[config.mk]
export PLATFORM = sky130hd
export DESIGN_NAME = raster_stepper_flat
export DESIGN_NICKNAME = d
export VERILOG_FILES = /design/src/rtl/raster_stepper_if.sv /design/src/rtl/raster_stepper.sv /design/src/flat_wrapper.sv
export SDC_FILE = /design/constraint.sdc
export NUM_CORES = 1
export LEC_CHECK = 0
export ABC_AREA = 1
export CAP_MARGIN = 5
export CORE_AREA = 2 2 94 96
export CTS_CLUSTER_DIAMETER = 60
export DETAILED_ROUTE_END_ITERATION = 16
export DIE_AREA = 0 0 96 98
export HOLD_SLACK_MARGIN = 0.06
export PLACE_DENSITY_LB_ADDON = 0.08
export SLEW_MARGIN = 40
export SYNTH_ARGS = -nofsm -noshare
export SYNTH_HDL_FRONTEND = slang
export SYNTH_SLANG_ARGS = --single-unit
[constraint.sdc]
create_clock -name clock -period 4.3 [get_ports clock]
set_input_delay 0.86 -clock clock [delete_from_list [all_inputs] [get_ports clock]]
set_output_delay 0.86 -clock clock [all_outputs]
set_load 0.005 [all_outputs]
[src/rtl/raster_stepper_if.sv]
// raster_stepper_if: step-command and position-output channels of raster_stepper.
//   step_valid/step_ready/step_dx/step_dy : signed (dx, dy) command handshake
//   pos_valid/pos_ready/pos_x/pos_y        : position output handshake
//   wrap_x/wrap_y                          : last update wrapped or saturated an axis
// The master modport is the side that issues steps and consumes positions;
// the slave modport is the position generator itself.
interface raster_stepper_if #(
  parameter int WIDTH  = 10,
  parameter int HEIGHT = 11
);
  logic              step_valid;
  logic              step_ready;
  logic [WIDTH-1:0]  step_dx;
  logic [HEIGHT-1:0] step_dy;
  logic              pos_valid;
  logic              pos_ready;
  logic [WIDTH-1:0]  pos_x;
  logic [HEIGHT-1:0] pos_y;
  logic              wrap_x;
  logic              wrap_y;

  modport master (
    output step_valid, step_dx, step_dy, pos_ready,
    input  step_ready, pos_valid, pos_x, pos_y, wrap_x, wrap_y
  );

  modport slave (
    input  step_valid, step_dx, step_dy, pos_ready,
    output step_ready, pos_valid, pos_x, pos_y, wrap_x, wrap_y
  );
endinterface

[src/rtl/raster_stepper.sv]
// raster_stepper: registered (x, y) position generator inside an
// X_LIMIT x Y_LIMIT field. Step mode applies signed (dx, dy) commands with
// wrap or saturate at the field edges; raster mode scans the field row by row
// from the origin and pulses done after the last position is taken.
// Ports:
//   clock, rst_n         : rising-edge clock, asynchronous active-low reset
//   start, stop, mode    : start in IDLE (mode sampled), stop abandons ACTIVE
//   origin_x, origin_y   : start position, clamped into the field
//   bus (slave)          : step command and position output handshakes
//   busy                 : block is ACTIVE
//   done                 : one-cycle pulse after the final raster transfer
//   count                : positions accepted downstream since start (saturating)
module raster_stepper #(
  parameter int WIDTH   = 10,
  parameter int HEIGHT  = 11,
  parameter int X_LIMIT = 640,
  parameter int Y_LIMIT = 480,
  parameter int WRAP    = 1
) (
  input  logic                    clock,
  input  logic                    rst_n,
  input  logic                    start,
  input  logic                    stop,
  input  logic                    mode,
  input  logic [WIDTH-1:0]        origin_x,
  input  logic [HEIGHT-1:0]       origin_y,
  raster_stepper_if.slave         bus,
  output logic                    busy,
  output logic                    done,
  output logic [WIDTH+HEIGHT-1:0] count
);

  typedef enum logic {IDLE, ACTIVE} state_t;

  localparam logic [WIDTH-1:0]         X_MAX   = WIDTH'(X_LIMIT - 1);
  localparam logic [HEIGHT-1:0]        Y_MAX   = HEIGHT'(Y_LIMIT - 1);
  localparam logic signed [WIDTH+1:0]  X_LIM_S = (WIDTH+2)'(X_LIMIT);
  localparam logic signed [HEIGHT+1:0] Y_LIM_S = (HEIGHT+2)'(Y_LIMIT);

  state_t                  state_q;
  logic                    mode_q;
  logic [WIDTH-1:0]        pos_x_q;
  logic [HEIGHT-1:0]       pos_y_q;
  logic                    pos_valid_q;
  logic                    wrap_x_q;
  logic                    wrap_y_q;
  logic                    done_q;
  logic [WIDTH+HEIGHT-1:0] count_q;

  logic                    xfer;
  logic                    step_fire;
  logic                    step_ready;
  logic [WIDTH-1:0]        origin_cx;
  logic [HEIGHT-1:0]       origin_cy;

  // Step-mode next position per axis. The sum carries two extra bits so both
  // the negative and the >= limit cases are representable before correction.
  logic signed [WIDTH+1:0]  sum_x;
  logic signed [HEIGHT+1:0] sum_y;
  logic [WIDTH-1:0]         step_x;
  logic [HEIGHT-1:0]        step_y;
  logic                     step_wrap_x;
  logic                     step_wrap_y;

  // pos_ready -> step_ready is the only combinational path through the block.
  assign step_ready = (state_q == ACTIVE) && !mode_q && (!pos_valid_q || bus.pos_ready);
  assign xfer       = pos_valid_q && bus.pos_ready;
  assign step_fire  = bus.step_valid && step_ready;

  assign origin_cx = (int'(origin_x) >= X_LIMIT) ? X_MAX : origin_x;
  assign origin_cy = (int'(origin_y) >= Y_LIMIT) ? Y_MAX : origin_y;

  // NOTE: combinational blocks use blocking assignments and give every output
  // a default first, so no path can leave a value unassigned (no latch).
  always_comb begin
    sum_x       = $signed({2'b00, pos_x_q}) + $signed({{2{bus.step_dx[WIDTH-1]}}, bus.step_dx});
    step_x      = sum_x[WIDTH-1:0];
    step_wrap_x = 1'b0;
    if (sum_x < 0) begin
      step_wrap_x = 1'b1;
      step_x      = (WRAP != 0) ? WIDTH'(sum_x + X_LIM_S) : '0;
    end else if (sum_x >= X_LIM_S) begin
      step_wrap_x = 1'b1;
      step_x      = (WRAP != 0) ? WIDTH'(sum_x - X_LIM_S) : X_MAX;
    end
  end

  always_comb begin
    sum_y       = $signed({2'b00, pos_y_q}) + $signed({{2{bus.step_dy[HEIGHT-1]}}, bus.step_dy});
    step_y      = sum_y[HEIGHT-1:0];
    step_wrap_y = 1'b0;
    if (sum_y < 0) begin
      step_wrap_y = 1'b1;
      step_y      = (WRAP != 0) ? HEIGHT'(sum_y + Y_LIM_S) : '0;
    end else if (sum_y >= Y_LIM_S) begin
      step_wrap_y = 1'b1;
      step_y      = (WRAP != 0) ? HEIGHT'(sum_y - Y_LIM_S) : Y_MAX;
    end
  end

  // NOTE: all state is updated with non-blocking assignments so every register
  // samples the pre-edge values, independent of statement order.
  always_ff @(posedge clock or negedge rst_n) begin
    if (!rst_n) begin
      state_q     <= IDLE;
      mode_q      <= 1'b0;
      pos_x_q     <= '0;
      pos_y_q     <= '0;
      pos_valid_q <= 1'b0;
      wrap_x_q    <= 1'b0;
      wrap_y_q    <= 1'b0;
      done_q      <= 1'b0;
      count_q     <= '0;
    end else begin
      done_q <= 1'b0;
      unique case (state_q)
        IDLE: begin
          if (start) begin
            state_q     <= ACTIVE;
            mode_q      <= mode;
            pos_x_q     <= origin_cx;
            pos_y_q     <= origin_cy;
            pos_valid_q <= mode;
            wrap_x_q    <= 1'b0;
            wrap_y_q    <= 1'b0;
            count_q     <= '0;
          end
        end

        ACTIVE: begin
          if (stop) begin
            // Abort takes priority over any step or transfer this cycle.
            state_q     <= IDLE;
            pos_valid_q <= 1'b0;
          end else begin
            if (xfer && (count_q != '1)) begin
              count_q <= count_q + 1'b1;
            end
            if (!mode_q) begin
              if (step_fire) begin
                pos_x_q     <= step_x;
                pos_y_q     <= step_y;
                wrap_x_q    <= step_wrap_x;
                wrap_y_q    <= step_wrap_y;
                pos_valid_q <= 1'b1;
              end else if (xfer) begin
                pos_valid_q <= 1'b0;
              end
            end else if (xfer) begin
              if (pos_x_q == X_MAX && pos_y_q == Y_MAX) begin
                done_q      <= 1'b1;
                pos_valid_q <= 1'b0;
                state_q     <= IDLE;
              end else if (pos_x_q == X_MAX) begin
                pos_x_q  <= '0;
                pos_y_q  <= pos_y_q + 1'b1;
                wrap_x_q <= 1'b1;
                wrap_y_q <= 1'b0;
              end else begin
                pos_x_q  <= pos_x_q + 1'b1;
                wrap_x_q <= 1'b0;
                wrap_y_q <= 1'b0;
              end
            end
          end
        end

        default: state_q <= IDLE;
      endcase
    end
  end

  assign bus.step_ready = step_ready;
  assign bus.pos_valid  = pos_valid_q;
  assign bus.pos_x      = pos_x_q;
  assign bus.pos_y      = pos_y_q;
  assign bus.wrap_x     = wrap_x_q;
  assign bus.wrap_y     = wrap_y_q;
  assign busy           = (state_q == ACTIVE);
  assign done           = done_q;
  assign count          = count_q;

endmodule

[src/flat_wrapper.sv]
// flat-port wrapper written by rule: the top's interface ports become plain ports
module raster_stepper_flat 
#(
  parameter int WIDTH   = 10,
  parameter int HEIGHT  = 11,
  parameter int X_LIMIT = 640,
  parameter int Y_LIMIT = 480,
  parameter int WRAP    = 1
)
  (clock, rst_n, start, stop, mode, origin_x, origin_y, busy, done, count, bus_step_valid, bus_step_dx, bus_step_dy, bus_pos_ready, bus_step_ready, bus_pos_valid, bus_pos_x, bus_pos_y, bus_wrap_x, bus_wrap_y);
  raster_stepper_if #(.WIDTH(WIDTH), .HEIGHT(HEIGHT)) bus_i ();
  input  logic clock;
  input  logic rst_n;
  input  logic start;
  input  logic stop;
  input  logic mode;
  input  logic [WIDTH-1:0] origin_x;
  input  logic [HEIGHT-1:0] origin_y;
  output logic busy;
  output logic done;
  output logic [WIDTH+HEIGHT-1:0] count;
  input wire logic [$bits(bus_i.step_valid)-1:0] bus_step_valid;
  input wire logic [$bits(bus_i.step_dx)-1:0] bus_step_dx;
  input wire logic [$bits(bus_i.step_dy)-1:0] bus_step_dy;
  input wire logic [$bits(bus_i.pos_ready)-1:0] bus_pos_ready;
  output wire logic [$bits(bus_i.step_ready)-1:0] bus_step_ready;
  output wire logic [$bits(bus_i.pos_valid)-1:0] bus_pos_valid;
  output wire logic [$bits(bus_i.pos_x)-1:0] bus_pos_x;
  output wire logic [$bits(bus_i.pos_y)-1:0] bus_pos_y;
  output wire logic [$bits(bus_i.wrap_x)-1:0] bus_wrap_x;
  output wire logic [$bits(bus_i.wrap_y)-1:0] bus_wrap_y;
  assign bus_i.step_valid = bus_step_valid;
  assign bus_i.step_dx = bus_step_dx;
  assign bus_i.step_dy = bus_step_dy;
  assign bus_i.pos_ready = bus_pos_ready;
  assign bus_step_ready = bus_i.step_ready;
  assign bus_pos_valid = bus_i.pos_valid;
  assign bus_pos_x = bus_i.pos_x;
  assign bus_pos_y = bus_i.pos_y;
  assign bus_wrap_x = bus_i.wrap_x;
  assign bus_wrap_y = bus_i.wrap_y;
  raster_stepper #(.WIDTH(WIDTH), .HEIGHT(HEIGHT), .X_LIMIT(X_LIMIT), .Y_LIMIT(Y_LIMIT), .WRAP(WRAP)) u_core (.clock(clock), .rst_n(rst_n), .start(start), .stop(stop), .mode(mode), .origin_x(origin_x), .origin_y(origin_y), .bus(bus_i), .busy(busy), .done(done), .count(count));
endmodule
==> results.md <==
- Status: completed
- Routed vias: between 5000 and 6000
- Unrepaired setup endpoints after global routing: false
- Tcrit/Tclk final: a little over 80%
- Clock Sink Count: 48
- Final Cell Area: between 5000 and 6000 sq um
- Net count, final: between 900 and 1000
- CTS resizes: 0
- Post-synth design cell area: about 4600 sq um
- Post-route setup slack: between 800 and 900 ps
- Die Wd: around 96 um
- TritonCTS clock tree: done
- Cells after Synth: roughly 730
- Crit path top cell by count: nand2_1
- Final HPWL DP: 10.9 mm
- CP max FO: 11
- Pre-CTS setup slack: 522 ps
- Max-slew violation count: 0
- Peak Freq: 286 MHz
- Total nets after synthesis: 814
- Avg Cell Area, Syn: approximately 6.3 sq um
- 1st-iter DRT viols: 367
- Core Area: approximately 8500 sq um
- Largest net degree at the start of global routing: 39
- # diodes: 0
- Buf+Inv Stages, Crit Path: 2
- First-pass GRT wire length: approximately 23 mm
- Clk_skew: 20.0 ps
- Hold WS: about 430 ps
- Area Overhead vs Synth: 25.3%
- CTS buffer count: 5
- CP max stage delay: approximately 580 ps
- Final min period: 3500 ps
- Cells along the critical path: clkdlybuf4s50_1 -> ha_1 -> fa_1 -> nand3_1 -> nand3_1 -> a21oi_1 -> xor2_1 -> inv_1 -> nand2_1 -> nand2_1 -> nand2_1 -> nand2_1 -> o21ai_1 -> nand2_1
- Dpl cell area: about 5700 sq um
- Hold-fix buffers, CTS: 0
- Critical Path RT: 4500 ps
- Initial core utilization: ~55%
- Number of synthesized flops with an enable pin: 0
- Crit end category: flip-flop
- Routability cong.: 0.940
- Row cnt: 34
- Setup Buffers After CTS: 0
- CP top delay family: adder cells
- CTS clk-pin slew, worst paths: around 100 ps
- Power per Cell Area: ~570 nW/um^2
- HP Class: input pin to async pin
- Share of layout cells above drive strength 1: under 10%
- Vias in the first global route: around 5000
- Initial antenna violation count: 0
- Crit path DAT: roughly 3700 ps
- Ys async rst share: 100%
- GRT Total Usage: ~30%
- Final WL: 13.8 mm
- Clock buffer depth: 2
- Die Ht: just under 100 um
- Vias per Instance: around 5.6
- Post-DR wirelength/cell: around 15 um
- Cell at the slowest stage of the critical path: xor2_1
- Lkg Pwr: approximately 2.8 nW
- Grt ovf: 0
- Final setup fails: 0
- Root Buffer: clkbuf_8
- Total power: around 3.3 mW
- Ys flop type: dfrtp_1
- Max-cap violations: 0
- Cell total after placement: 928
- 1st-pass router iterations: 5
- Number of remaining DRC errors: 0
- Worst skew pair latency: around 320 ps
- Sum Neg Setup Slack: 0 ps
- Slew HR: between 50% and 60%
- Port Buffer Count: between 90 and 100
- Count of final hold-check violations: 0
- Peak supply drop: between 0.3 and 0.4 mV
- Number of H-tree levels: 2
- IO Pins: 97
- Kind of critical path: input pin to flip-flop
- Post-synthesis cell type count: 43
- Synth Register Bits: 48
- Warnings, synthesis: 0
- Worst-margin pin slew: 687 ps
- Post-route ant nets: 0
- Full die area: 9410 sq um
- Worst Setup Start Kind: input pin
- Sequential area share after synthesis: roughly 26%
- Post-Layout Cell Count: between 900 and 1000
- Final Core Density: around 69%
-- cell usage in the layout, fill, tap and decap left out, types with 16 or more instances in the layout --
cell type,netlist,routed
nand2_1,208,208
inv_1,110,110
clkdlybuf4s50_1,0,95
nor2_1,58,58
nand3_1,57,57
o21ai_0,50,50
dfrtp_1,48,48
a21oi_1,38,38
ha_1,30,30
nor3_1,21,21
xor2_1,16,16
-- cell families (layout without fill, tap and decap cells) --
logic type,after synthesis,count (layout),share of synthesized area [%]
adders and majority gates,32,32,8.94
buffers and inverters,126,221,10.5
and+or+nand+nor,384,384,35.6
AOI/OAI and AO/OA,123,123,15.4
xor gates and xnor gates,20,20,3.77
DFF,48,48,25.8
-- cells in the mapped netlist (2+ instances only) --
master / number / area (sq um)
a31oi_1: 3 / 18.8
inv_2: 2 / 7.51
o31ai_1: 9 / 67.6
o21ai_0: 50 / 250
o311ai_0: 3 / 26.3
o21a_1: 2 / 15.0
or2_2: 4 / 25.0
buf_2: 4 / 20.0
nor4_1: 9 / 56.3
xor2_1: 16 / 140
nand3_1: 57 / 285
o21ai_1: 2 / 10.0
nand4_1: 14 / 87.6
fa_1: 2 / 40.0
nand2_2: 2 / 12.5
xnor2_1: 4 / 35.0
a21oi_1: 38 / 190
nor3_1: 21 / 105
nor3b_1: 4 / 30.0
nand2_1: 208 / 781
nand3b_1: 4 / 30.0
dfrtp_1: 48 / 1200
a21o_1: 2 / 15.0
a22oi_1: 5 / 37.5
clkbuf_1: 7 / 26.3
inv_1: 110 / 413
nor2_1: 58 / 218
ha_1: 30 / 375
-- path summary, 6_finish.rpt --
kind / startpoint / endpoint / slack [ps] / depth (start not counted)
setup / recovery: bus_step_dy[0] / u_core.bus.pos_y[8] / 800 / 14
hold / removal: rst_n / u_core.bus.pos_y[6] / 430 / 1
setup reg to reg: u_core.bus.pos_y[0] / u_core.bus.pos_y[8] / 1290 / 13
hold reg to reg: u_core.bus.wrap_y / u_core.bus.wrap_y / 520 / 1
max in group asynchronous: rst_n / u_core.busy / 3080 / 2
min in group clock: u_core.bus.wrap_y / u_core.bus.wrap_y / 520 / 1
-- routing by layer --
metal	global-route usage, %	share of wire, %	vias to the layer above
met5	0	0	-
met4	7.58	1.5	0
met3	5.25	6.8	22
met2	49.6	47	187
met1	42.5	45	2410
li1	-	-	2597
-- sequential cells by signal (all words and copies together), names as in the netlist --
name                  cells
u_core.count             21
u_core.bus.pos_y         11
u_core.bus.pos_x         10
u_core.bus.pos_valid      1
u_core.bus.wrap_x         1
u_core.bus.wrap_y         1
u_core.busy               1
u_core.done               1
u_core.mode_q             1
-- where the power goes --
part | total, mW | switching (mW) | internal, mW
combinational | 2.20 | 1.30 | 0.902
sequential | 0.782 | 0.214 | 0.568
clock | 0.355 | 0.179 | 0.176
-- cell type report --
type / instances / area, sq um
Clock inverter: 3 / 47.5
Inverter: 113 / 425
Multi-Input combinational cell: 559 / 2960
Timing Repair Buffer: 100 / 986
Sequential cell: 48 / 1200
Tap cell: 108 / 135
Fill cell: 783 / 2640
Clock buffer: 5 / 68.8
No activity file was read; power rests on OpenSTA's default activity.
